===== config.mk =====
export PLATFORM = sky130hd
export DESIGN_NAME = armv8_register_file_flat
export DESIGN_NICKNAME = d
export VERILOG_FILES = /design/src/rtl/armv8_register_file_pkg.sv /design/src/rtl/armv8_register_file_if.sv /design/src/rtl/armv8_register_file.sv /design/src/flat_wrapper.sv
export SDC_FILE = /design/constraint.sdc
export NUM_CORES = 2
export LEC_CHECK = 0
export CAP_MARGIN = 30
export CORE_UTILIZATION = 47
export CTS_CLUSTER_SIZE = 40
export DETAILED_ROUTE_END_ITERATION = 7
export GPL_ROUTABILITY_DRIVEN = 0
export GPL_TIMING_DRIVEN = 0
export PLACE_DENSITY = 0.64
export SLEW_MARGIN = 20
export SYNTH_ARGS = -nofsm -noshare
export SYNTH_HDL_FRONTEND = slang
export SYNTH_SLANG_ARGS = --single-unit

===== constraint.sdc =====
create_clock -name i_clk -period 77.9 [get_ports i_clk]
set_clock_uncertainty 0.2 [all_clocks]
set_input_delay 11.685 -clock i_clk [delete_from_list [all_inputs] [get_ports i_clk]]
set_output_delay 11.685 -clock i_clk [all_outputs]
set_load 0.03 [all_outputs]

===== src/rtl/armv8_register_file_pkg.sv =====
// ---------------------------------------------------------------------------
// armv8_register_file_pkg
// Shared constants and types for the ARMv8 general-purpose register file.
//   DATA_W   : register / data port width (64)
//   ADDR_W   : register index width (5)
//   NUM_REGS : architectural register count, equals 2**ADDR_W (32)
//   ZERO_IDX : index of the hard-wired zero register XZR (31)
// ---------------------------------------------------------------------------
package armv8_register_file_pkg;

  localparam int DATA_W   = 64;
  localparam int ADDR_W   = 5;
  localparam int NUM_REGS = 32;
  localparam int ZERO_IDX = 31;

  typedef logic [ADDR_W-1:0] reg_idx_t;
  typedef logic [DATA_W-1:0] reg_data_t;

  // True when the index addresses XZR.
  function automatic logic is_zero_idx(reg_idx_t idx);
    return idx == reg_idx_t'(ZERO_IDX);
  endfunction

endpackage


===== src/rtl/armv8_register_file_if.sv =====
// ---------------------------------------------------------------------------
// armv8_register_file_if
// Read/write bus of the register file.
//   i_rn, i_rm     : read addresses for operand ports 0 and 1
//   o_reg0, o_reg1 : combinational read data for i_rn / i_rm
//   i_rd           : write address
//   i_dataWr       : write data
//   i_regWr        : write enable, active-high
// master drives addresses/write data; slave (the register file) drives reads.
// ---------------------------------------------------------------------------
interface armv8_register_file_if;
  import armv8_register_file_pkg::*;

  reg_idx_t  i_rn;
  reg_idx_t  i_rm;
  reg_data_t o_reg0;
  reg_data_t o_reg1;
  reg_idx_t  i_rd;
  reg_data_t i_dataWr;
  logic      i_regWr;

  modport master (
    output i_rn, i_rm, i_rd, i_dataWr, i_regWr,
    input  o_reg0, o_reg1
  );

  modport slave (
    input  i_rn, i_rm, i_rd, i_dataWr, i_regWr,
    output o_reg0, o_reg1
  );

endinterface


===== src/rtl/armv8_register_file.sv =====
// ---------------------------------------------------------------------------
// armv8_register_file
// 32 x 64-bit ARMv8 general-purpose register file for the single-cycle
// datapath. Two zero-latency combinational read ports (Rn, Rm) and one
// rising-edge write port (Rd). Index 31 is XZR: it always reads zero and
// writes to it are dropped. No read-during-write forwarding: a read of the
// register being written shows the old value until the edge.
// Ports:
//   i_clk : clock, rising-edge active
//   i_rst : asynchronous active-high reset, clears every register
//   bus   : armv8_register_file_if.slave (read/write bus)
// ---------------------------------------------------------------------------
module armv8_register_file
  import armv8_register_file_pkg::*;
(
  input logic                  i_clk,
  input logic                  i_rst,
  armv8_register_file_if.slave bus
);

  reg_data_t regs [NUM_REGS];
  logic      wr_en;

  // Compare against 1'b1 so an X/Z enable evaluates as "no write".
  assign wr_en = (bus.i_regWr == 1'b1) && !is_zero_idx(bus.i_rd);

  // Write stage: reset has priority, so writes are blocked while it is held.
  always_ff @(posedge i_clk or posedge i_rst) begin
    if (i_rst) begin
      regs <= '{default: '0};
    end else if (wr_en) begin
      regs[bus.i_rd] <= bus.i_dataWr;
    end
  end

  function automatic reg_data_t zero_masked_read(reg_idx_t idx);
    if (is_zero_idx(idx)) begin
      return '0;
    end
    return regs[idx];
  endfunction

  // Read stage: purely combinational, both ports share the same mask logic.
  always_comb begin
    bus.o_reg0 = zero_masked_read(bus.i_rn);
    bus.o_reg1 = zero_masked_read(bus.i_rm);
  end

endmodule


===== src/flat_wrapper.sv =====
// flat-port wrapper written by rule: the top's interface ports become plain ports
module armv8_register_file_flat import armv8_register_file_pkg::*;
  (i_clk, i_rst, bus_i_rn, bus_i_rm, bus_i_rd, bus_i_dataWr, bus_i_regWr, bus_o_reg0, bus_o_reg1);
  armv8_register_file_if bus_i ();
  input logic i_clk;
  input logic i_rst;
  input wire logic [$bits(bus_i.i_rn)-1:0] bus_i_rn;
  input wire logic [$bits(bus_i.i_rm)-1:0] bus_i_rm;
  input wire logic [$bits(bus_i.i_rd)-1:0] bus_i_rd;
  input wire logic [$bits(bus_i.i_dataWr)-1:0] bus_i_dataWr;
  input wire logic [$bits(bus_i.i_regWr)-1:0] bus_i_regWr;
  output wire logic [$bits(bus_i.o_reg0)-1:0] bus_o_reg0;
  output wire logic [$bits(bus_i.o_reg1)-1:0] bus_o_reg1;
  assign bus_i.i_rn = bus_i_rn;
  assign bus_i.i_rm = bus_i_rm;
  assign bus_i.i_rd = bus_i_rd;
  assign bus_i.i_dataWr = bus_i_dataWr;
  assign bus_i.i_regWr = bus_i_regWr;
  assign bus_o_reg0 = bus_i.o_reg0;
  assign bus_o_reg1 = bus_i.o_reg1;
  armv8_register_file u_core (.i_clk(i_clk), .i_rst(i_rst), .bus(bus_i));
endmodule

==> metrics.md <==
| Metric | Value |
|---|---|
| DRT iter0 DRCs | `approximately 8.7k` |
| Final setup fails | `0` |
| Outcome | `completed` |
| Main flop type after synthesis | `dfrtp_1` |
| Switch Pwr | `approximately 940 µW` |
| Most common cell after layout, fill and taps aside | `dfrtp_1` |
| Fillcell total | `~19k` |
| Grt total ovfl | `0` |
| First-pass GRT wire length | `597 mm` |
| Synth Warn # | `0` |
| Largest net degree at the start of global routing | `roughly 110` |
| Root Driver | `clkbuf_16` |
| Total Power | `~3200 µW` |
| Footprint of the multi-input gates | `around 0.054 mm²` |
| Measured slew at the worst slew-check pin | `around 1100 ps` |
| First-pass detailed-route iteration total | `6` |
| Num rows | `~180` |
| Postcts setup bufs | `0` |
| Gate power share | `0.216` |
| Tcrit/Tclk final | `0.372` |
| Max VDD drop | `24.0 µV` |
| Post-route ant nets | `0` |
| Die Y | `between 400 and 500 µm` |
| Vias per cell | `between 6 and 7` |
| Worst-Skew Late Latency | `~900 ps` |
| Arr. time, crit path | `about 17000 ps` |
| Most frequent cells in the layout | `dfrtp_1 (2048), mux2_2 (2044), mux2i_1 (768), mux4_2 (640), clkbuf_1 (561)` |
| Final Critical Period | `between 20000 and 30000 ps` |
| Leakage power figure | `0.0544 µW` |
| Via count | `78.2k` |
| CTS tree | `yes` |
| Setup TNS | `0 ps` |
| Post-Synthesis Net Count | `about 7.7k` |
| Hold buffers post-CTS | `0` |
| Area grow syn2layout | `14.1%` |
| Syn Std Cell Area | `0.109 mm²` |
| Io pins | `210` |
| Sw frac | `0.292` |
| Post-CTS Resized | `0` |
| Die span in x | `between 400 and 500 µm` |
| Routed WL | `roughly 420 mm` |
| WP data required | `roughly 66000 ps` |
| Hold Path Depth | `1` |
| GR Util All Layers | `0.360` |
| Initial Utilization | `0.474` |
| CP startpoint kind | `input port` |
| Share of cells above drive strength 1 | `0.423` |
| CP Class | `input port to output pin` |
| Final Hold Fails | `0` |
| Residual DRC count | `0` |
| Reg area | `roughly 0.05 mm²` |
| Detail Placement HPWL | `307 mm` |
| Drt wl/cell | `about 37 µm` |
| Top flop regs | `u_core.regs (2048)` |
| Clock Path Buffers | `3` |
| Max FFs per register | `2048` |
| Sink Count | `approximately 2.0k` |
| PD cells | `25.7 mW/mm²` |
| Cell count after synthesis | `~7.7k` |
| Die footprint | `between 0.2 and 0.25 mm²` |
| Max-cap violations | `0` |
| Internal power | `roughly 2300 µW` |
| Initial antenna violation count | `52` |
| Relative slew slack | `0.234` |
| Flop pwr share | `0.442` |
| TritonCTS Buffers | `224` |
| Critical Path Fanout Max | `10` |
| Crit end category | `output pin` |
| Clock power frac | `0.342` |
| Fmax | `approximately 35 MHz` |
| Post-synthesis average cell area | `roughly 14 µm²` |
| Slack of the worst reg-to-reg path | `approximately 77000 ps` |
| Core region area | `0.231 mm²` |
| Post-synthesis sequential area ratio | `0.469` |
| RSZ-0062 raised after global routing | `false` |
| CTS clock-pin slew for the worst setup and hold paths | `roughly 60 ps` |
| Largest reg by FF count | `u_core.regs` |
| Final Slew Violations | `0` |
| IO Port Bufs | `200` |
| H-tree levels | `4` |
| Number of synthesized flops with an enable pin | `0` |
| Final #Nets | `8250` |
| Synth async-reset ratio | `1.00` |
| Worst R2R Path Depth | `1` |
| Worst hold path type | `register to register` |
| #FFs+latches synth | `2048` |
| Number of global-route vias before repair | `between 70k and 80k` |
| Synth unique cells | `37` |
## power groups by stage
stage	clock network, µW	registers [µW]	logic, µW
6_report	1100	1420	692
5_1_grt	1150	1440	726
3_3_place_gp	0	1420	658
2_1_floorplan	0	1390	501
3_5_place_dp	0	1430	681
4_1_cts	1100	1410	684
## worst max-delay path: stages
cell and delay [ps]:
clkdlybuf4s50_1 820, nor2b_1 230, buf_2 710, clkbuf_1 800, clkbuf_1 650, a211oi_1 400
a211oi_1 920, clkdlybuf4s50_1 830
## cell type report
type | instances | share of cell area
timing repair buffer | 289 | 0.0303
antenna | 54 | 0.00108
clock buffer | 349 | 0.0541
sequential | 2048 | 0.411
multi-input combinational | 4717 | 0.435
buffer | 883 | 0.0320
clock inverter | 62 | 0.00625
inverter | 5 | 0.000211
tap | 3026 | 0.0304
## synthesized netlist by cell type (7+ instances only)
| cell | n | share of area |
|---|---|---|
| a211oi_1 | 372 | 0.026 |
| a2bb2oi_1 | 117 | 0.0094 |
| nor2_4 | 7 | 0.00072 |
| dfrtp_1 | 2048 | 0.47 |
| nand2_1 | 132 | 0.0045 |
| a221oi_1 | 21 | 0.0017 |
| nor2_2 | 8 | 0.00046 |
| a21oi_1 | 118 | 0.0054 |
| mux2i_1 | 768 | 0.070 |
| mux4_2 | 640 | 0.13 |
| clkbuf_1 | 525 | 0.018 |
| buf_1 | 21 | 0.00072 |
| buf_2 | 253 | 0.012 |
| mux2_1 | 68 | 0.0070 |
| buf_4 | 80 | 0.0055 |
| mux2_2 | 2044 | 0.21 |
| o21ai_0 | 11 | 0.00050 |
| o22ai_1 | 128 | 0.0073 |
| o221ai_1 | 128 | 0.010 |
| and2_1 | 119 | 0.0068 |
## metrics by stage
step                      area (µm²)  utilization  std cells  setup WS (ps)  hold slack (ps)
after global routing          125000        0.540      11400          49110              303
after detailed placement      117000        0.506      11000          49230              271
after floorplan               109000            -       7653           8170              245
after global placement        115000        0.499      10900         -14790              260
after CTS                     124000        0.539      11400          49170              284
final                         125000        0.541      11400          48920              284
## cell families after synthesis
logic type             after synthesis  share of synthesized area
AOI/OAI and AO/OA                  896                     0.0603
buffers and inverters              888                     0.0363
DFF                               2048                      0.469
muxes                             3520                      0.420
and+or+nand+nor                    301                     0.0145
## path summary, 6_finish.rpt
| path | to | startpoint |
|---|---|---|
| min in group asynchronous | u_core.regs[2045]$_DFFE_PP0P_ | i_rst |
| max reg2reg | u_core.regs[2013]$_DFFE_PP0P_ | u_core.regs[2013]$_DFFE_PP0P_ |
| max in group asynchronous | u_core.regs[1309]$_DFFE_PP0P_ | i_rst |
| min | u_core.regs[36]$_DFFE_PP0P_ | u_core.regs[36]$_DFFE_PP0P_ |
| max | bus_o_reg0[53] | bus_i_rn[3] |
| min reg2reg | u_core.regs[36]$_DFFE_PP0P_ | u_core.regs[36]$_DFFE_PP0P_ |
## routing by layer
metal	global-route usage	vias up	routed length (µm)	share of wire
met5	0	-	196	0.00046
met4	0.227	28	27600	0.065
met3	0.103	1227	41500	0.098
met2	0.532	4544	190000	0.45
met1	0.466	41800	165000	0.39
li1	-	30500	-	-
Power figures use the tool's default switching activity.
